**config.mk**
```make
export PLATFORM = sky130hd
export DESIGN_NAME = mem_stage
export DESIGN_NICKNAME = d
export VERILOG_FILES = /design/src/rtl/mem_stage.sv
export SDC_FILE = /design/constraint.sdc
export NUM_CORES = 1
export LEC_CHECK = 0
export CAP_MARGIN = 30
export CELL_PAD_IN_SITES_DETAIL_PLACEMENT = 1
export CELL_PAD_IN_SITES_GLOBAL_PLACEMENT = 2
export CORE_MARGIN = 2
export CORE_UTILIZATION = 29
export CTS_BUF_LIST = sky130_fd_sc_hd__clkbuf_4 sky130_fd_sc_hd__clkbuf_8
export DETAILED_ROUTE_END_ITERATION = 7
export GPL_TIMING_DRIVEN = 0
export HOLD_SLACK_MARGIN = 0.06
export MAX_ROUTING_LAYER = met4
export PLACE_DENSITY_LB_ADDON = 0.1
export SETUP_SLACK_MARGIN = 0.3
export SLEW_MARGIN = 10
export SYNTH_ARGS = -nofsm -noshare
export SYNTH_HDL_FRONTEND = slang
export SYNTH_SLANG_ARGS = --single-unit
```
**constraint.sdc**
```tcl
create_clock -name clk -period 2 [get_ports clk]
set_input_delay 0.3 -clock clk [delete_from_list [all_inputs] [get_ports clk]]
set_output_delay 0.3 -clock clk [all_outputs]
set_load 0.01 [all_outputs]
```
**src/rtl/mem_stage.sv**
```systemverilog
// mem_stage: memory-access stage of a 5-stage MIPS pipeline.
//
// Takes the execute-stage result bundle, performs an optional word load or
// store over a req/ack data-memory handshake, resolves conditional branches,
// and registers a writeback bundle for the next stage.
//
// Ports:
//   clk, rst_n            clock (rising edge), async active-low reset
//   ex_valid / ex_ready   upstream handshake; transfer on ex_valid & ex_ready
//   ex_alu_result         ALU result, also the memory byte address
//   ex_zero               ALU zero flag (branch condition)
//   ex_new_pc             PC+4 from execute (not consumed by this stage)
//   ex_branch_target      branch target address
//   ex_store_data         store data (rt)
//   ex_mem_read/_write    memory op select (write wins if both)
//   ex_branch, ex_reg_write, ex_mem_to_reg, ex_rd   control / destination
//   dmem_req/we/addr/wdata  memory request, held stable until dmem_ack
//   dmem_ack, dmem_rdata  memory completion; rdata valid with ack
//   wb_valid/reg_write/rd/data  writeback bundle, wb_valid is a pulse
//   pc_src, pc_target     one-cycle branch redirect
//   err                   one-cycle pulse on misaligned access or timeout
module mem_stage #(
  parameter int unsigned DATA_W  = 32,
  parameter int unsigned REG_W   = 5,
  parameter int unsigned TIMEOUT = 16
) (
  input  logic              clk,
  input  logic              rst_n,
  input  logic              ex_valid,
  output logic              ex_ready,
  input  logic [DATA_W-1:0] ex_alu_result,
  input  logic              ex_zero,
  input  logic [DATA_W-1:0] ex_new_pc,
  input  logic [DATA_W-1:0] ex_branch_target,
  input  logic [DATA_W-1:0] ex_store_data,
  input  logic              ex_mem_read,
  input  logic              ex_mem_write,
  input  logic              ex_branch,
  input  logic              ex_reg_write,
  input  logic              ex_mem_to_reg,
  input  logic [REG_W-1:0]  ex_rd,
  output logic              dmem_req,
  output logic              dmem_we,
  output logic [DATA_W-1:0] dmem_addr,
  output logic [DATA_W-1:0] dmem_wdata,
  input  logic              dmem_ack,
  input  logic [DATA_W-1:0] dmem_rdata,
  output logic              wb_valid,
  output logic              wb_reg_write,
  output logic [REG_W-1:0]  wb_rd,
  output logic [DATA_W-1:0] wb_data,
  output logic              pc_src,
  output logic [DATA_W-1:0] pc_target,
  output logic              err
);

  localparam int unsigned CntW = $clog2(TIMEOUT) + 1;
  localparam logic [CntW-1:0] CntLast = CntW'(TIMEOUT - 1);

  typedef enum logic [0:0] {StIdle, StBusy} state_e;

  state_e state_q, state_d;

  logic [CntW-1:0]   cnt_q, cnt_d;
  logic              req_q, req_d;
  logic              we_q, we_d;
  logic [DATA_W-1:0] addr_q, addr_d;
  logic [DATA_W-1:0] wdata_q, wdata_d;
  logic              wb_valid_q, wb_valid_d;
  logic              wb_reg_write_q, wb_reg_write_d;
  logic [REG_W-1:0]  wb_rd_q, wb_rd_d;
  logic [DATA_W-1:0] wb_data_q, wb_data_d;
  logic              pc_src_q, pc_src_d;
  logic [DATA_W-1:0] pc_target_q, pc_target_d;
  logic              err_q, err_d;

  // Fields of the in-flight memory op needed to build its writeback.
  logic [DATA_W-1:0] alu_q, alu_d;
  logic [REG_W-1:0]  rd_q, rd_d;
  logic              rw_q, rw_d;
  logic              m2r_q, m2r_d;

  logic is_mem;
  logic misaligned;
  logic take_branch;

  // PC+4 has no consumer in this stage; kept on the port for pipeline symmetry.
  logic unused_new_pc;
  assign unused_new_pc = ^ex_new_pc;

  assign is_mem      = ex_mem_read | ex_mem_write;
  assign misaligned  = |ex_alu_result[1:0];
  assign take_branch = ex_branch & ex_zero;

  always_comb begin
    state_d        = state_q;
    cnt_d          = cnt_q;
    req_d          = req_q;
    we_d           = we_q;
    addr_d         = addr_q;
    wdata_d        = wdata_q;
    wb_valid_d     = 1'b0;
    wb_reg_write_d = wb_reg_write_q;
    wb_rd_d        = wb_rd_q;
    wb_data_d      = wb_data_q;
    pc_src_d       = 1'b0;
    pc_target_d    = pc_target_q;
    err_d          = 1'b0;
    alu_d          = alu_q;
    rd_d           = rd_q;
    rw_d           = rw_q;
    m2r_d          = m2r_q;

    unique case (state_q)
      StIdle: begin
        if (ex_valid) begin
          alu_d = ex_alu_result;
          rd_d  = ex_rd;
          rw_d  = ex_reg_write;
          m2r_d = ex_mem_to_reg;

          // Branch resolution does not depend on the memory op.
          pc_src_d = take_branch;
          if (take_branch) begin
            pc_target_d = ex_branch_target;
          end

          if (!is_mem) begin
            wb_valid_d     = 1'b1;
            wb_data_d      = ex_alu_result;
            wb_rd_d        = ex_rd;
            wb_reg_write_d = ex_reg_write;
          end else if (misaligned) begin
            // Dropped without touching memory; writeback suppressed.
            err_d          = 1'b1;
            wb_valid_d     = 1'b1;
            wb_reg_write_d = 1'b0;
            wb_rd_d        = ex_rd;
            wb_data_d      = ex_alu_result;
          end else begin
            req_d   = 1'b1;
            we_d    = ex_mem_write;
            addr_d  = ex_alu_result;
            wdata_d = ex_store_data;
            cnt_d   = '0;
            state_d = StBusy;
          end
        end
      end

      StBusy: begin
        // Ack takes priority over a timeout in the same cycle.
        if (dmem_ack) begin
          req_d          = 1'b0;
          wb_valid_d     = 1'b1;
          wb_rd_d        = rd_q;
          wb_reg_write_d = rw_q & ~we_q;
          wb_data_d      = m2r_q ? dmem_rdata : alu_q;
          cnt_d          = '0;
          state_d        = StIdle;
        end else if (cnt_q == CntLast) begin
          req_d          = 1'b0;
          err_d          = 1'b1;
          wb_valid_d     = 1'b1;
          wb_reg_write_d = 1'b0;
          wb_rd_d        = rd_q;
          wb_data_d      = alu_q;
          cnt_d          = '0;
          state_d        = StIdle;
        end else begin
          cnt_d = cnt_q + CntW'(1);
        end
      end

      default: state_d = StIdle;
    endcase
  end

  always_ff @(posedge clk or negedge rst_n) begin
    if (!rst_n) begin
      state_q        <= StIdle;
      cnt_q          <= '0;
      req_q          <= 1'b0;
      we_q           <= 1'b0;
      addr_q         <= '0;
      wdata_q        <= '0;
      wb_valid_q     <= 1'b0;
      wb_reg_write_q <= 1'b0;
      wb_rd_q        <= '0;
      wb_data_q      <= '0;
      pc_src_q       <= 1'b0;
      pc_target_q    <= '0;
      err_q          <= 1'b0;
      alu_q          <= '0;
      rd_q           <= '0;
      rw_q           <= 1'b0;
      m2r_q          <= 1'b0;
    end else begin
      state_q        <= state_d;
      cnt_q          <= cnt_d;
      req_q          <= req_d;
      we_q           <= we_d;
      addr_q         <= addr_d;
      wdata_q        <= wdata_d;
      wb_valid_q     <= wb_valid_d;
      wb_reg_write_q <= wb_reg_write_d;
      wb_rd_q        <= wb_rd_d;
      wb_data_q      <= wb_data_d;
      pc_src_q       <= pc_src_d;
      pc_target_q    <= pc_target_d;
      err_q          <= err_d;
      alu_q          <= alu_d;
      rd_q           <= rd_d;
      rw_q           <= rw_d;
      m2r_q          <= m2r_d;
    end
  end

  assign ex_ready     = (state_q == StIdle);
  assign dmem_req     = req_q;
  assign dmem_we      = we_q;
  assign dmem_addr    = addr_q;
  assign dmem_wdata   = wdata_q;
  assign wb_valid     = wb_valid_q;
  assign wb_reg_write = wb_reg_write_q;
  assign wb_rd        = wb_rd_q;
  assign wb_data      = wb_data_q;
  assign pc_src       = pc_src_q;
  assign pc_target    = pc_target_q;
  assign err          = err_q;

endmodule

```
; Word level (Yosys, flattened, before mapping)
; Cells that the tools add are included.
[word_totals]
memories = 0
wordCells = 85
latch_bits = 0
inputBits = 175
ff_bits = 184
mem_bits_rw = 0
out_inout_bits = 140
rom_bits = 0
[op_classes]
n_eq_ne = 6
n_bitwise = 6
magnitude_cmp = 0
n_mux = 48
n_mul = 0
reduce_logical = 7
n_shift = 0
n_div = 0
n_addsub = 1
[ops]
columns = cell, count
row1 = $mux W32, 6
row2 = $pmux W32 S2, 1
row3 = $mux W5, 10
row4 = $mux W1, 24
row5 = $pmux W5 S2, 2
row6 = $pmux W1 S2, 5
row7 = $reduce_and A3 Y1, 3
row8 = $reduce_and A4 Y1, 2
row9 = $ne A3 B2 Y1 const B, 2
row10 = $add A5 B1 Y5 const B, 1
row11 = $eq A5 B4 Y1 const B, 1
row12 = $ne A2 B2 Y1 const B, 2
row13 = $not A1 Y1, 3
row14 = $and A1 B1 Y1, 2
row15 = $ne A2 B1 Y1 const B, 1
row16 = $reduce_and A2 Y1, 1
row17 = $reduce_or A2 Y1, 1
row18 = $or A1 B1 Y1, 1

; Longest topological paths before layout
[logic_depth]
word_depth = 5
mapped_depth = 7
depth_no_buf = 5

; Least setup slack after synthesis
; No wires, ideal clock.
[synth_path]
path_kind = register to register
from = register cnt_q[0]
to = register wb_data_q[16], in the netlist wb_data[16]
t_arrival_ns = 1.564
path_buffers = 2
stages_incl_launch_ff = 8
path_slack_ns = 0.311
setup_ns = 0.125
required_ns = 1.875
period_less_slack_ns = 1.689
path_cell_list = dfrtp_1 ha_1 and4b_1 nand2_1 nand3_2 buf_6 buf_6 mux2_4
[synth_via]
elab_chain_len = 3
[synth_rtl]
columns = item, line
row1 = start: declaration, 64  ; logic [CntW-1:0] cnt_q, cnt_d;
row2 = start signal: assignment, 200  ; cnt_q <= cnt_d;
row3 = $eq A5 B4 Y1, 161  ; end else if (cnt_q == CntLast) begin
row4 = $ne A3 B2 Y1 (no source line), --
row5 = $reduce_and A3 Y1 (no source line), --
row6 = end signal: assignment, 208  ; wb_data_q <= wb_data_d;
row7 = end: declaration, 72  ; logic [DATA_W-1:0] wb_data_q, wb_data_d;
; Every way passes these cells.
; A chain may end at the register's enable or synchronous reset.

; Worst setup path after layout
[layout_path]
from = register cnt_q[0]
to = register wb_data_q[2], in the netlist wb_data[2]
; The elaborated chain is that of the path after synthesis.

==> flow_summary.yaml <==
run_status:
  status: "finished, violations left"
  violations: "DRC"
placement:
  post-place-ws_ns: -0.304
  dp_hpwl_um: 16800
  io_buffers: 282
  place.gp.congestion: 0.746
sta:
  finalSetupViolCount: 0
  slew_headroom: 0.494
  finalCriticalPeriod_ns: 1.76
  final_hold_viol_count: 0
  fin_skew_ns: 0.0169
  max_freq_mhz: 569
  finalMaxSlewViolations: 0
  worst_pin_slew_ns: 0.759
  fin_tns_setup_ns: 0
  finalCritPeriodShare: 0.879
  rsz0062_at_grt: "yes"
  layout_setup_ws_ns: 0.243
floorplanning:
  initial_core_util: 0.296
  die_area_um2: 28000
  die_h_um: 167
  core_area_um2: 26100
  die_w_um: 167
  ioPinCount: 315
  rows: 59
detailed_routing:
  wirelength_um: 23200
  drtIter0Drc: 214
  drcViolationCount: 17
  wl_per_cell_um: 19.3
  dr.pass1.iters: 6
  vias_per_cell: 4.58
  drtAntennaViolNets: 0
  via_count: 5505
critical_path:
  cp_common_cell: "buf_12"
  worstSetupStartpointType: "flop"
  path_max_fanout: 6
  end_kind: "flop"
  cp_slowest_stage_delay_ns: 0.37
  cp_data_required_time_ns: 2.35
  cp.arrival_ns: 2.10
  regToRegSetupSlack_ns: 0.24
  worstPathBufferInverterCount: 3
  crit_path_top_delay_cell: "dfrtp_1"
  path_class: "reg -> reg"
  path_cells: "ha_2 -> and4b_1 -> nand2_2 -> nand3_4 -> buf_12 -> buf_12 -> buf_12 -> mux2_2"
  crit_family: "simple AND/OR/NAND/NOR gates"
cells_and_area:
  layout_common_cells: "184 x dfrtp_1, 142 x clkdlybuf4s50_1, 129 x dlygate4sd2_1"
  diodes: 0
  final_common_cell: "dfrtp_1"
  nets: 1029
  fillers: 2736
  syn_to_final_growth_pct: 50.6
  drive_gt1_frac: 0.282
power_and_ir_drop:
  power.density_nw_per_um2: 885
  leakage_nw: 5.42
  fin_total_pwr_w: 0.0103
  peakVddDrop_uv: 366
global_routing:
  antenna_found_initial: 0
  grt_pass1_vias: 6320
  grt_max_degree: 94
  grt_use_total: 0.175
  global_route.usage.met3: 0.0581
  overflow: 0
  grt_use_met2: 0.290
  grt_use_met1: 0.203
  grt_first_pass_wirelength_um: 36400
  grt_busiest_layer: "met2"
clock_network:
  clk_pin_slew_ns: 0.11
  root_buffer: "clkbuf_8"
  cts_buffer_depth: 2
  cts_inserted_buffers: 17
  cts_max_level: 4
  clk_latency_ns: 0.47
  cts_tree: "yes"
  cts_sinks: 184
logic_synthesis:
  syn_avg_cell_area_um2: 14.5
  synth_top_area_cell: "dfrtp_1"
  synth_ff_type: "dfrtp_1"
  yosys_warnings: 0
  yosysSeqAreaShare: 0.596
  yosys-top-cells-area: "dfrtp_1 60%, mux2_2 18%, mux2_1 4.8%"
  ys_seq_elements: 184
  syn_nets: 708
  synthArstFlopShare: 1.00
  synth_area_um2: 7730
  synth_top_area_frac: 0.596
  synth_cells: 532
  synth_cell_types: 29
  synth_edf_count: 0
run:
  drv_cap: 0
worst_hold_path:
  hold_path.class: "in -> reg"
layer usage:
layer	vias to the layer above	routed length, µm	share of wire
met5	-	0	0
met2	187	11500	0.50
met4	0	348	0.015
met1	2774	9530	0.41
li1	2523	-	-
met3	21	1840	0.079
per-stage QoR:
step	utilization	cell area (µm²)	std cells	hold WS, ns
2_1_floorplan	-	7730	532	0.00441
3_3_place_gp	0.420	11000	1149	0.470
3_5_place_dp	0.421	11000	1150	0.385
4_1_cts	0.438	11500	1195	0.373
5_1_grt	0.445	11600	1201	0.374
6_report	0.445	11600	1201	0.413
power by group:
group	internal [W]	leakage (nW)	switching, W	total (W)
logic	0.00172	3.04	0.00126	0.00298
registers	0.00444	2.18	0.000371	0.00481
clock network	0.000987	0.194	0.00151	0.00250
path summary, 6_finish.rpt:
kind,from,to,cells past startpoint
setup / recovery,cnt_q[0],wb_data[2],8
hold / removal,ex_store_data[2],dmem_wdata[2],2
min in group asynchronous,rst_n,wb_data[28],2
hold reg to reg,dmem_addr[24],dmem_addr[24],1
max in group asynchronous,rst_n,alu_q[9],3
setup reg to reg,cnt_q[0],wb_data[2],8
worst register-to-register path: stages, from the launching register on:
cell     delay, ns
dfrtp_1       0.37
ha_2          0.18
and4b_1       0.22
nand2_2       0.08
nand3_4       0.10
buf_12        0.15
buf_12        0.11
buf_12        0.10
mux2_2        0.32
cells in the mapped netlist, drive strengths merged (2+ instances only):
| cell | n |
|---|---|
| o21ai | 5 |
| inv | 3 |
| nor2 | 37 |
| mux2 | 176 |
| dfrtp | 184 |
| mux2i | 32 |
| and2 | 2 |
| a31oi | 3 |
| clkbuf | 3 |
| buf | 27 |
| nand3 | 6 |
| a21oi | 33 |
| nand2 | 10 |
registers in the layout (all words and copies together), names as in the netlist, 5 cells and up:
register / count
dmem_wdata: 32
rd_q: 5
pc_target: 32
dmem_addr: 32
wb_rd: 5
alu_q: 32
cnt_q: 5
wb_data: 32
timing repair:
action	CTS	global route
pin swaps	2	1
endpoints found under the hold margin	92	0
hold buffers	1	0
gates cloned	1	1
setup buffers	11	5
gates resized for setup	158	42
setup endpoints to repair	179	135
area by class of cell:
class                   count  area [µm²]  area share
flip-flops and latches    184        4600       0.396
clock buffers              19         262      0.0225
repair buffers            302        2930       0.252
plain buffers              30         293      0.0252
multi-input cells         315        2980       0.257
well taps                 335         419      0.0360
clock inverters            13         125      0.0108
inverters                   3        13.8     0.00118
cell families (layout without fill, tap and decap cells):
group                      after synthesis  after routing  synth area share
AOI/OAI and AO/OA                       45             45            0.0327
xor gates and xnor gates                 1              1           0.00113
adders and majority gates                1              1           0.00162
buffers and inverters                   33            367            0.0264
DFF                                    184            184             0.596
muxes                                  208            208             0.307
and+or+nand+nor                         60             60            0.0351
No activity file was read; power rests on OpenSTA's default activity.
